===== config.mk =====
export PLATFORM = sky130hd
export DESIGN_NAME = exec_wb_stage
export DESIGN_NICKNAME = d
export VERILOG_FILES = /design/src/rtl/exec_wb_stage.sv
export SDC_FILE = /design/constraint.sdc
export NUM_CORES = 1
export LEC_CHECK = 0
export ABC_AREA = 0
export BUFFER_PORTS_ARGS = -buffer_cell sky130_fd_sc_hd__buf_2
export CORE_ASPECT_RATIO = 1.4
export CORE_MARGIN = 2
export CORE_UTILIZATION = 40
export DETAILED_ROUTE_END_ITERATION = 7
export HOLD_SLACK_MARGIN = 0.03
export PLACE_DENSITY = 0.75
export REMOVE_ABC_BUFFERS = 1
export SLEW_MARGIN = 20
export SYNTH_ARGS = -nofsm -noshare
export SYNTH_HDL_FRONTEND = slang
export SYNTH_SLANG_ARGS = --single-unit

===== constraint.sdc =====
create_clock -name clk -period 4.7 [get_ports clk]
set_input_delay 0.94 -clock clk [delete_from_list [all_inputs] [get_ports clk]]
set_output_delay 0.94 -clock clk [all_outputs]
set_load 0.01 [all_outputs]

===== src/rtl/exec_wb_stage.sv =====
// ----------------------------------------------------------------------------
// exec_wb_stage
//
// Execute-to-writeback stage. It evaluates an ARM condition code against the
// architectural flags (apsr). Results whose condition passes are queued for
// the register file. Results whose condition fails are consumed and dropped.
// A passing instruction with in_set_flags updates apsr at its accept edge, so
// the next instruction accepted one cycle later already sees the new flags.
//
// Optional feature (macro EXEC_WB_SKID_EN):
//   undefined : a single output register. in_ready depends combinationally on
//               out_ready. Queue states are EMPTY and ONE.
//   defined   : adds a one-entry skid register. in_ready comes from registered
//               state only, so it is independent of out_ready. Queue states
//               are EMPTY, ONE and TWO. FIFO order is preserved.
//
// Ports
//   clk, reset_n        clock, asynchronous active-low reset
//   flush               synchronous flush: empties the queue, blocks input
//   in_valid/in_ready   upstream handshake
//   in_result, in_flags ALU result and flags ([3]=V [2]=N [1]=C [0]=Z)
//   in_set_flags        instruction updates apsr
//   in_cond             ARM condition code
//   in_dest, in_wr_en   writeback register index and write enable
//   out_valid/out_ready downstream (register file) handshake
//   out_result, out_dest, out_wr_en  writeback payload
//   apsr                architectural flags, same bit order as in_flags
//   queue_state         current queue state (0=EMPTY 1=ONE 2=TWO), for debug
//
// Handshake: a beat transfers on a rising edge where valid && ready. When
// valid is asserted and ready is low, the payload is held stable. Neither side
// waits on the other's valid/ready before it asserts its own signal.
// ----------------------------------------------------------------------------
module exec_wb_stage #(
   parameter int DATA_W = 32,
   parameter int REG_W  = 4
) (
   input  logic              clk,
   input  logic              reset_n,
   input  logic              flush,
   input  logic              in_valid,
   output logic              in_ready,
   input  logic [DATA_W-1:0] in_result,
   input  logic [3:0]        in_flags,
   input  logic              in_set_flags,
   input  logic [3:0]        in_cond,
   input  logic [REG_W-1:0]  in_dest,
   input  logic              in_wr_en,
   output logic              out_valid,
   input  logic              out_ready,
   output logic [DATA_W-1:0] out_result,
   output logic [REG_W-1:0]  out_dest,
   output logic              out_wr_en,
   output logic [3:0]        apsr,
   output logic [1:0]        queue_state
);

`ifdef EXEC_WB_SKID_EN
   typedef enum logic [1:0] {EMPTY = 2'd0, ONE = 2'd1, TWO = 2'd2} state_t;
`else
   typedef enum logic [1:0] {EMPTY = 2'd0, ONE = 2'd1} state_t;
`endif

   state_t state_q;
   state_t state_d;

   logic accept;
   logic pass;
   logic push;
   logic retire;
   logic load_head_in;
   logic load_head_skid;
   logic load_skid;

`ifdef EXEC_WB_SKID_EN
   logic [DATA_W-1:0] skid_result;
   logic [REG_W-1:0]  skid_dest;
   logic              skid_wr_en;
`endif

   // Condition evaluation against the flags that hold before the edge.
   function automatic logic cond_pass(input logic [3:0] cond, input logic [3:0] f);
      logic v, n, c, z;
      logic r;
      v = f[3];
      n = f[2];
      c = f[1];
      z = f[0];
      case (cond)
         4'b0000: r = z;
         4'b0001: r = !z;
         4'b0010: r = c;
         4'b0011: r = !c;
         4'b0100: r = n;
         4'b0101: r = !n;
         4'b0110: r = v;
         4'b0111: r = !v;
         4'b1000: r = c & !z;
         4'b1001: r = !c | z;
         4'b1010: r = (n == v);
         4'b1011: r = (n != v);
         4'b1100: r = !z & (n == v);
         4'b1101: r = z | (n != v);
         default: r = 1'b1;
      endcase
      return r;
   endfunction

   assign out_valid   = (state_q != EMPTY);
   assign queue_state = state_q;

`ifdef EXEC_WB_SKID_EN
   // Only registered state feeds in_ready. Room for one more entry exists
   // unless both registers are full.
   assign in_ready = (state_q != TWO) && !flush;
`else
   assign in_ready = (!out_valid || out_ready) && !flush;
`endif

   assign accept = in_valid && in_ready;
   assign pass   = cond_pass(in_cond, apsr);
   assign push   = accept && pass;
   assign retire = out_valid && out_ready;

   // State register
   always_ff @(posedge clk or negedge reset_n) begin
      if (!reset_n) begin
         state_q <= EMPTY;
      end else begin
         state_q <= state_d;
      end
   end

   // Next state and register-load controls
   always_comb begin
      state_d        = state_q;
      load_head_in   = 1'b0;
      load_head_skid = 1'b0;
      load_skid      = 1'b0;
      if (flush) begin
         state_d = EMPTY;
      end else begin
         case (state_q)
            EMPTY: begin
               if (push) begin
                  state_d      = ONE;
                  load_head_in = 1'b1;
               end
            end
            ONE: begin
`ifdef EXEC_WB_SKID_EN
               if (push && retire) begin
                  load_head_in = 1'b1;
               end else if (push) begin
                  // Head is stalled. The new entry waits behind it.
                  state_d   = TWO;
                  load_skid = 1'b1;
               end else if (retire) begin
                  state_d = EMPTY;
               end
`else
               // Without skid, push in ONE only happens when retire does too.
               if (push) begin
                  load_head_in = 1'b1;
               end else if (retire) begin
                  state_d = EMPTY;
               end
`endif
            end
`ifdef EXEC_WB_SKID_EN
            TWO: begin
               if (retire) begin
                  state_d        = ONE;
                  load_head_skid = 1'b1;
               end
            end
`endif
            default: state_d = EMPTY;
         endcase
      end
   end

   // Head (output) register
   always_ff @(posedge clk or negedge reset_n) begin
      if (!reset_n) begin
         out_result <= '0;
         out_dest   <= '0;
         out_wr_en  <= 1'b0;
      end else if (load_head_in) begin
         out_result <= in_result;
         out_dest   <= in_dest;
         out_wr_en  <= in_wr_en;
`ifdef EXEC_WB_SKID_EN
      end else if (load_head_skid) begin
         out_result <= skid_result;
         out_dest   <= skid_dest;
         out_wr_en  <= skid_wr_en;
`endif
      end
   end

`ifdef EXEC_WB_SKID_EN
   always_ff @(posedge clk or negedge reset_n) begin
      if (!reset_n) begin
         skid_result <= '0;
         skid_dest   <= '0;
         skid_wr_en  <= 1'b0;
      end else if (load_skid) begin
         skid_result <= in_result;
         skid_dest   <= in_dest;
         skid_wr_en  <= in_wr_en;
      end
   end
`else
   // Without skid, the head register only loads from the input.
   logic unused_skid;
   assign unused_skid = load_head_skid | load_skid;
`endif

   // Architectural flags. Flush blocks accept, so flush leaves apsr alone.
   always_ff @(posedge clk or negedge reset_n) begin
      if (!reset_n) begin
         apsr <= 4'b0000;
      end else if (push && in_set_flags) begin
         apsr <= in_flags;
      end
   end

endmodule


======== After elaboration in Yosys (flattened, before gate mapping) ========
Cells that the tools add are included.
storage, ports and cells
  bits in registers ....................... 43
  bits in latches ......................... 0
  memory bits (writable) .................. 0
  bits in read-only memories .............. 0
  input port bits ......................... 51
  output and inout port bits .............. 45
  memories kept ........................... 0
operators by class
  $add $sub $neg .......................... 0
  $mul .................................... 0
  divide/modulo/power cells ............... 0
  magnitude comparators ................... 0
  eq/ne operators ......................... 19
  shift operators ......................... 0
  muxes and demuxes ....................... 9
  bitwise logic cells ..................... 4
  reductions and logical operators ........ 17
operator list
  cell                                           number
  == test 4 bit, second input constant           6
  == test 4 x 3 -> 1 bit, second input constant  4
  one-hot mux 1 bit (14 select lines)            1
  != test 3 bit, second input constant           3
  == test 4 x 2 -> 1 bit, second input constant  2
  two-way mux 2 bit                              4
  logical NOT 1 bit                              6
  logical AND 1 bit                              5
  == test 4 x 1 -> 1 bit, second input constant  1
  logical NOT 4 bit                              1
  one-hot mux 2 bit (2 select lines)             1
  two-way mux 1 bit                              3
  AND reduction 3 bit                            1
  bitwise AND 1 bit                              2
  == test 2 x 1 -> 1 bit, second input constant  1
  logical NOT 2 bit                              1
  OR 1 bit                                       2
  nonzero test 2 bit                             1
  OR reduction 2 bit                             1
  == test 1 bit                                  1
  logical OR 1 bit                               1
  != test 1 bit                                  1

======== Depth between registers and ports, before layout ========
  depth in word-level cells ............... 9
  depth in mapped cells ................... 8

======== Worst setup path before layout ========
Ideal clock, no wire load.
  kind .................................... in2reg
  from .................................... in in_cond[0]
  to ...................................... reg out_dest[3]
  library setup time ...................... 0.125 ns
  data arrival time ....................... 2.500 ns
  required time ........................... 4.575 ns
  path slack .............................. 2.075 ns
  cell stages on the path ................. 7
  buffers on the path ..................... 3
  cell sequence ........................... buf_2 > or4_1 > a31oi_1 > o31ai_1 > buf_6 > buf_6 > mux2_4
between the ends
  longest elaborated chain between the ends .. 6
  elaborated cells between the ends (all ways) .. 19
RTL lines
  item                                         RTL line  RTL
  from (decl)                                  46        input logic [3:0] in_cond,
  == test 4 bit, or another cell as far along  89        case (cond)
  one-hot mux 1 bit (14 select lines) *        89
  logical AND 1 bit *                          122       assign push = accept && pass;
  two-way mux 1 bit *                          145, 163
  two-way mux 1 bit *                          --
  two-way mux 1 bit *                          140       if (flush) begin
  to (signal assigned)                         191       out_dest <= in_dest;
  to (decl)                                    52        output logic [REG_W-1:0] out_dest,
Every way passes the cells marked *; elsewhere a longest branch is shown, timed or not.
A chain may end at the register's enable or synchronous reset.

======== Worst setup path in the final report ========
  from .................................... in in_cond[3]
  to ...................................... reg out_result[18]
between the ends
  longest elaborated chain between the ends .. 6
  elaborated cells between the ends (all ways) .. 19
RTL lines
  item                                         RTL line  RTL
  == test 4 bit, or another cell as far along  89
  one-hot mux 1 bit (14 select lines) *        89
  logical AND 1 bit *                          122
  two-way mux 1 bit *                          145, 163
  two-way mux 1 bit *                          --
  two-way mux 1 bit *                          140
  to (signal assigned)                         190       out_result <= in_result;
  to (decl)                                    51        output logic [DATA_W-1:0] out_result,
Marks and branches as above.

==> metrics.md <==
| Metric | Value |
|---|---|
| Status | `complete, no violations` |
| Routing usage on met3 | `3.698%` |
| Sw Share | `33.32%` |
| Share of layout cells above drive strength 1 | `66.97%` |
| Min-delay worst type | `register to register` |
| Critical path required time | `roughly 4.9 ns` |
| Count of cell types in the netlist | `29` |
| Arrival time of data at the critical path endpoint | `2.81 ns` |
| Cell area after technology mapping | `approximately 1900 um^2` |
| Reg2Reg Depth | `6` |
| Global routing usage on met2 | `25.55%` |
| Number of antenna violations at the first check in global routing | `0` |
| Final setup vio count | `0` |
| Synth Instances | `roughly 120` |
| Total number of clock tree sinks | `42` |
| Number of inserted diodes | `0` |
| Area overhead of the layout relative to synthesis | `32.43%` |
| Skew final | `0.007785 ns` |
| Combined global-route utilization of all metal layers | `14.65%` |
| Setup repair after global routing missed its margin | `no` |
| Placeable Area | `~4500 um^2` |
| Critical path's largest stage delay | `about 0.48 ns` |
| Cts bufs inserted | `5` |
| Detail Route Antenna Nets | `0` |
| Pin count of the biggest net entering global routing | `43` |
| Critical R2R Launch | `apsr[2]` |
| Max transition margin | `about two fifths` |
| Clock tree from TritonCTS | `yes` |
| Ports | `96` |
| Final layout net count | `268` |
| Clock insertion delay at the later pin of the skew report | `0.29 ns` |
| Starting Density | `between 40% and 50%` |
| Internal Power | `roughly 1 mW` |
| Final-layout setup total negative slack | `0 ns` |
| Master of the slowest instance on the critical path | `or4_1` |
| # DRC | `0` |
| Power density relative to cell area | `approximately 610 nW/um^2` |
| Setup bufs post-CTS | `0` |
| Max-cap violation count | `0` |
| Kind of launch point of the worst setup path | `input port` |
| Via count | `1351` |
| Routing layer with the top usage in global route | `met2` |
| Count of synthesis-stage warnings from yosys | `0` |
| Portion of the post-synthesis area used by sequential elements | `56.76%` |
| Commonest non-fill, non-tap cells in the layout | `buf_2, dfrtp_1, mux2_2, mux2_4, clkbuf_8` |
| Port buffer count | `94` |
| Chip width | `61.51 um` |
| Net Switching | `0.4998 mW` |
| Static Leakage | `1.267 nW` |
| Maximum count of clock buffers along a single path | `2` |
| Post-route minimum period | `2.637 ns` |
| Worst setup path class | `input port to register` |
| Portion of total power attributed to the clock network | `15.1%` |
| Combinational power share | `41.3%` |
| Highest clock frequency the design can meet | `approximately 380 MHz` |
| Mean routed wirelength per cell | `13.51 um` |
| Worst setup path endpoint | `out_result[18]` |
| Final worst-path cycle share | `56.10%` |
| Number of global-route vias before repair | `approximately 1300` |
| Critical-path cell list | `buf_2 > nand2_2 > or4_1 > a31oi_1 > o31ai_4 > buf_4 > mux2_4` |
| Std cell rows | `29` |
| Initial DRC Count | `64` |
| Highest net fanout along the worst path | `38` |
| Global-route met1 utilization | `15.97%` |
| Setup ws final | `between 2 and 2.5 ns` |
| Setup WS pre-CTS | `1.746 ns` |
| CTS Hold Bufs | `0` |
| Share of the core filled with cells | `54.51%` |
| Sequential share of power | `43.6%` |
| Final Hold Violating Endpoints | `0` |
| Number of synthesized register bits | `42` |
| Buffer type at the clock tree root | `clkbuf_8` |
| CTS HTree Levels | `2` |
| Tightest Pin Transition | `around 0.9 ns` |
| Register clock-pin slew on the reported worst setup and hold paths | `0.08 ns` |
| RD Place Congestion | `0.7497` |
| Max VDD drop | `between 0.0002 and 0.0003 V` |
| Floorplan die area | `5197 um^2` |
| Most common library cell in the layout ignoring fill and taps | `buf_2` |
| Vertical extent of the die | `84.51 um` |
| First-pass GRT wire length | `between 5000 and 6000 um` |
| Aggregate routed wire length | `between 3000 and 4000 um` |
| Drt via density | `approximately 4.8` |
| DP Wirelength | `2783 um` |
| Number of gates resized after cts | `0` |
| Worst flop-to-flop path endpoint | `out_result[18]` |
| R2R Setup Slk | `2.38 ns` |
| Sort of element at the end of the critical path | `register` |
| Worst setup path start | `in_cond[3]` |
| Detailed-routing iteration count for the pre-antenna-repair pass | `4` |
| Post-Synthesis Mean Instance Area | `15.18 um^2` |
| Final max-slew violation count | `0` |
| Congestion Overflow GR | `0` |
-- worst max-delay path, delay by kind of cell --
family / cells / cell delay (ns)
simple gates: 2 / 0.58
buf+inv: 2 / 0.48
mux: 1 / 0.36
compound gates: 2 / 0.44
-- layer usage --
layer,vias to the layer above,part of all wire (%)
met5,-,0
met4,0,2.0
li1,625,-
met2,71,52
met1,647,38
met3,8,7.1
-- through the flow --
| step | hold slack [ns] | instances | area (um^2) | power, mW |
|---|---|---|---|---|
| global route | 0.5135 | 280 | 2452 | 1.607 |
| finish | 0.5046 | 280 | 2452 | 1.500 |
| global placement | 0.4832 | 272 | 2362 | 1.263 |
| floorplan | 0.5503 | 115 | 1793 | 1.026 |
| CTS | 0.5071 | 280 | 2452 | 1.526 |
| detailed placement | 0.4869 | 272 | 2362 | 1.290 |
-- cell families (layout without fill, tap and decap cells) --
group | count (synthesis) | after routing | synth area share (%)
xor+xnor | 3 | 3 | 1.419
other cells | 1 | 1 | 0.2025
mux | 42 | 42 | 29.32
compound gates | 11 | 11 | 4.053
buf+inv | 9 | 105 | 3.581
flops | 42 | 42 | 56.76
simple gates | 14 | 14 | 4.663
-- worst min path at each step --
stage	from	end	slack, ns	depth (start not counted)
detailed placement	out_dest[0]	out_dest[0]	0.49	1
global placement	out_result[4]	out_result[4]	0.48	1
CTS	out_result[2]	out_result[2]	0.51	1
floorplan	out_dest[0]	out_dest[0]	0.55	1
global route	out_result[2]	out_result[2]	0.51	1
finish	out_result[1]	out_result[1]	0.50	1
-- power groups by stage --
stage | Sequential, mW | Clock (mW) | Combinational [mW]
global placement | 0.654 | 0 | 0.609
global route | 0.682 | 0.253 | 0.672
floorplan | 0.740 | 0 | 0.286
detailed placement | 0.659 | 0 | 0.631
finish | 0.653 | 0.227 | 0.619
CTS | 0.656 | 0.239 | 0.630
-- cells in the mapped netlist --
| cell type | count | area share (%) |
|---|---|---|
| a31oi_1 | 4 | 1.4 |
| a32oi_1 | 1 | 0.47 |
| xnor2_1 | 2 | 0.95 |
| nor3b_1 | 2 | 0.81 |
| or4_1 | 1 | 0.41 |
| nor2_1 | 2 | 0.41 |
| nor4b_1 | 1 | 0.47 |
| mux2i_1 | 1 | 0.54 |
| o31ai_1 | 2 | 0.81 |
| dfrtp_1 | 42 | 57 |
| nand2b_1 | 1 | 0.34 |
| and3_1 | 1 | 0.34 |
| a21oi_1 | 1 | 0.27 |
| mux2_4 | 19 | 15 |
| mux2_2 | 22 | 13 |
| inv_1 | 2 | 0.41 |
| buf_4 | 2 | 0.81 |
| and2_1 | 1 | 0.34 |
| buf_6 | 3 | 1.8 |
| o32ai_1 | 1 | 0.47 |
| nand2_1 | 1 | 0.20 |
| nand2_2 | 1 | 0.34 |
| conb_1 | 1 | 0.20 |
| buf_2 | 2 | 0.54 |
| or3_1 | 1 | 0.34 |
| nor2b_1 | 2 | 0.68 |
| xor2_1 | 1 | 0.47 |
| o21ai_0 | 1 | 0.27 |
| a22oi_1 | 1 | 0.41 |
-- flip-flops by register name, indices dropped and copies added, names as in the netlist --
name	flops
out_wr_en	1
out_dest	4
apsr	4
out_result	32
queue_state	1
-- final cells by class --
class / instances / area [um^2]
clock buffer: 5 / 68.82
clock inverter: 3 / 21.27
fill: 424 / 2047
timing repair buffer: 95 / 478.0
sequential: 42 / 1051
inverter: 2 / 7.507
tap: 62 / 77.57
multi-input combinational: 71 / 748.2
(Power assumes the default switching activity.)
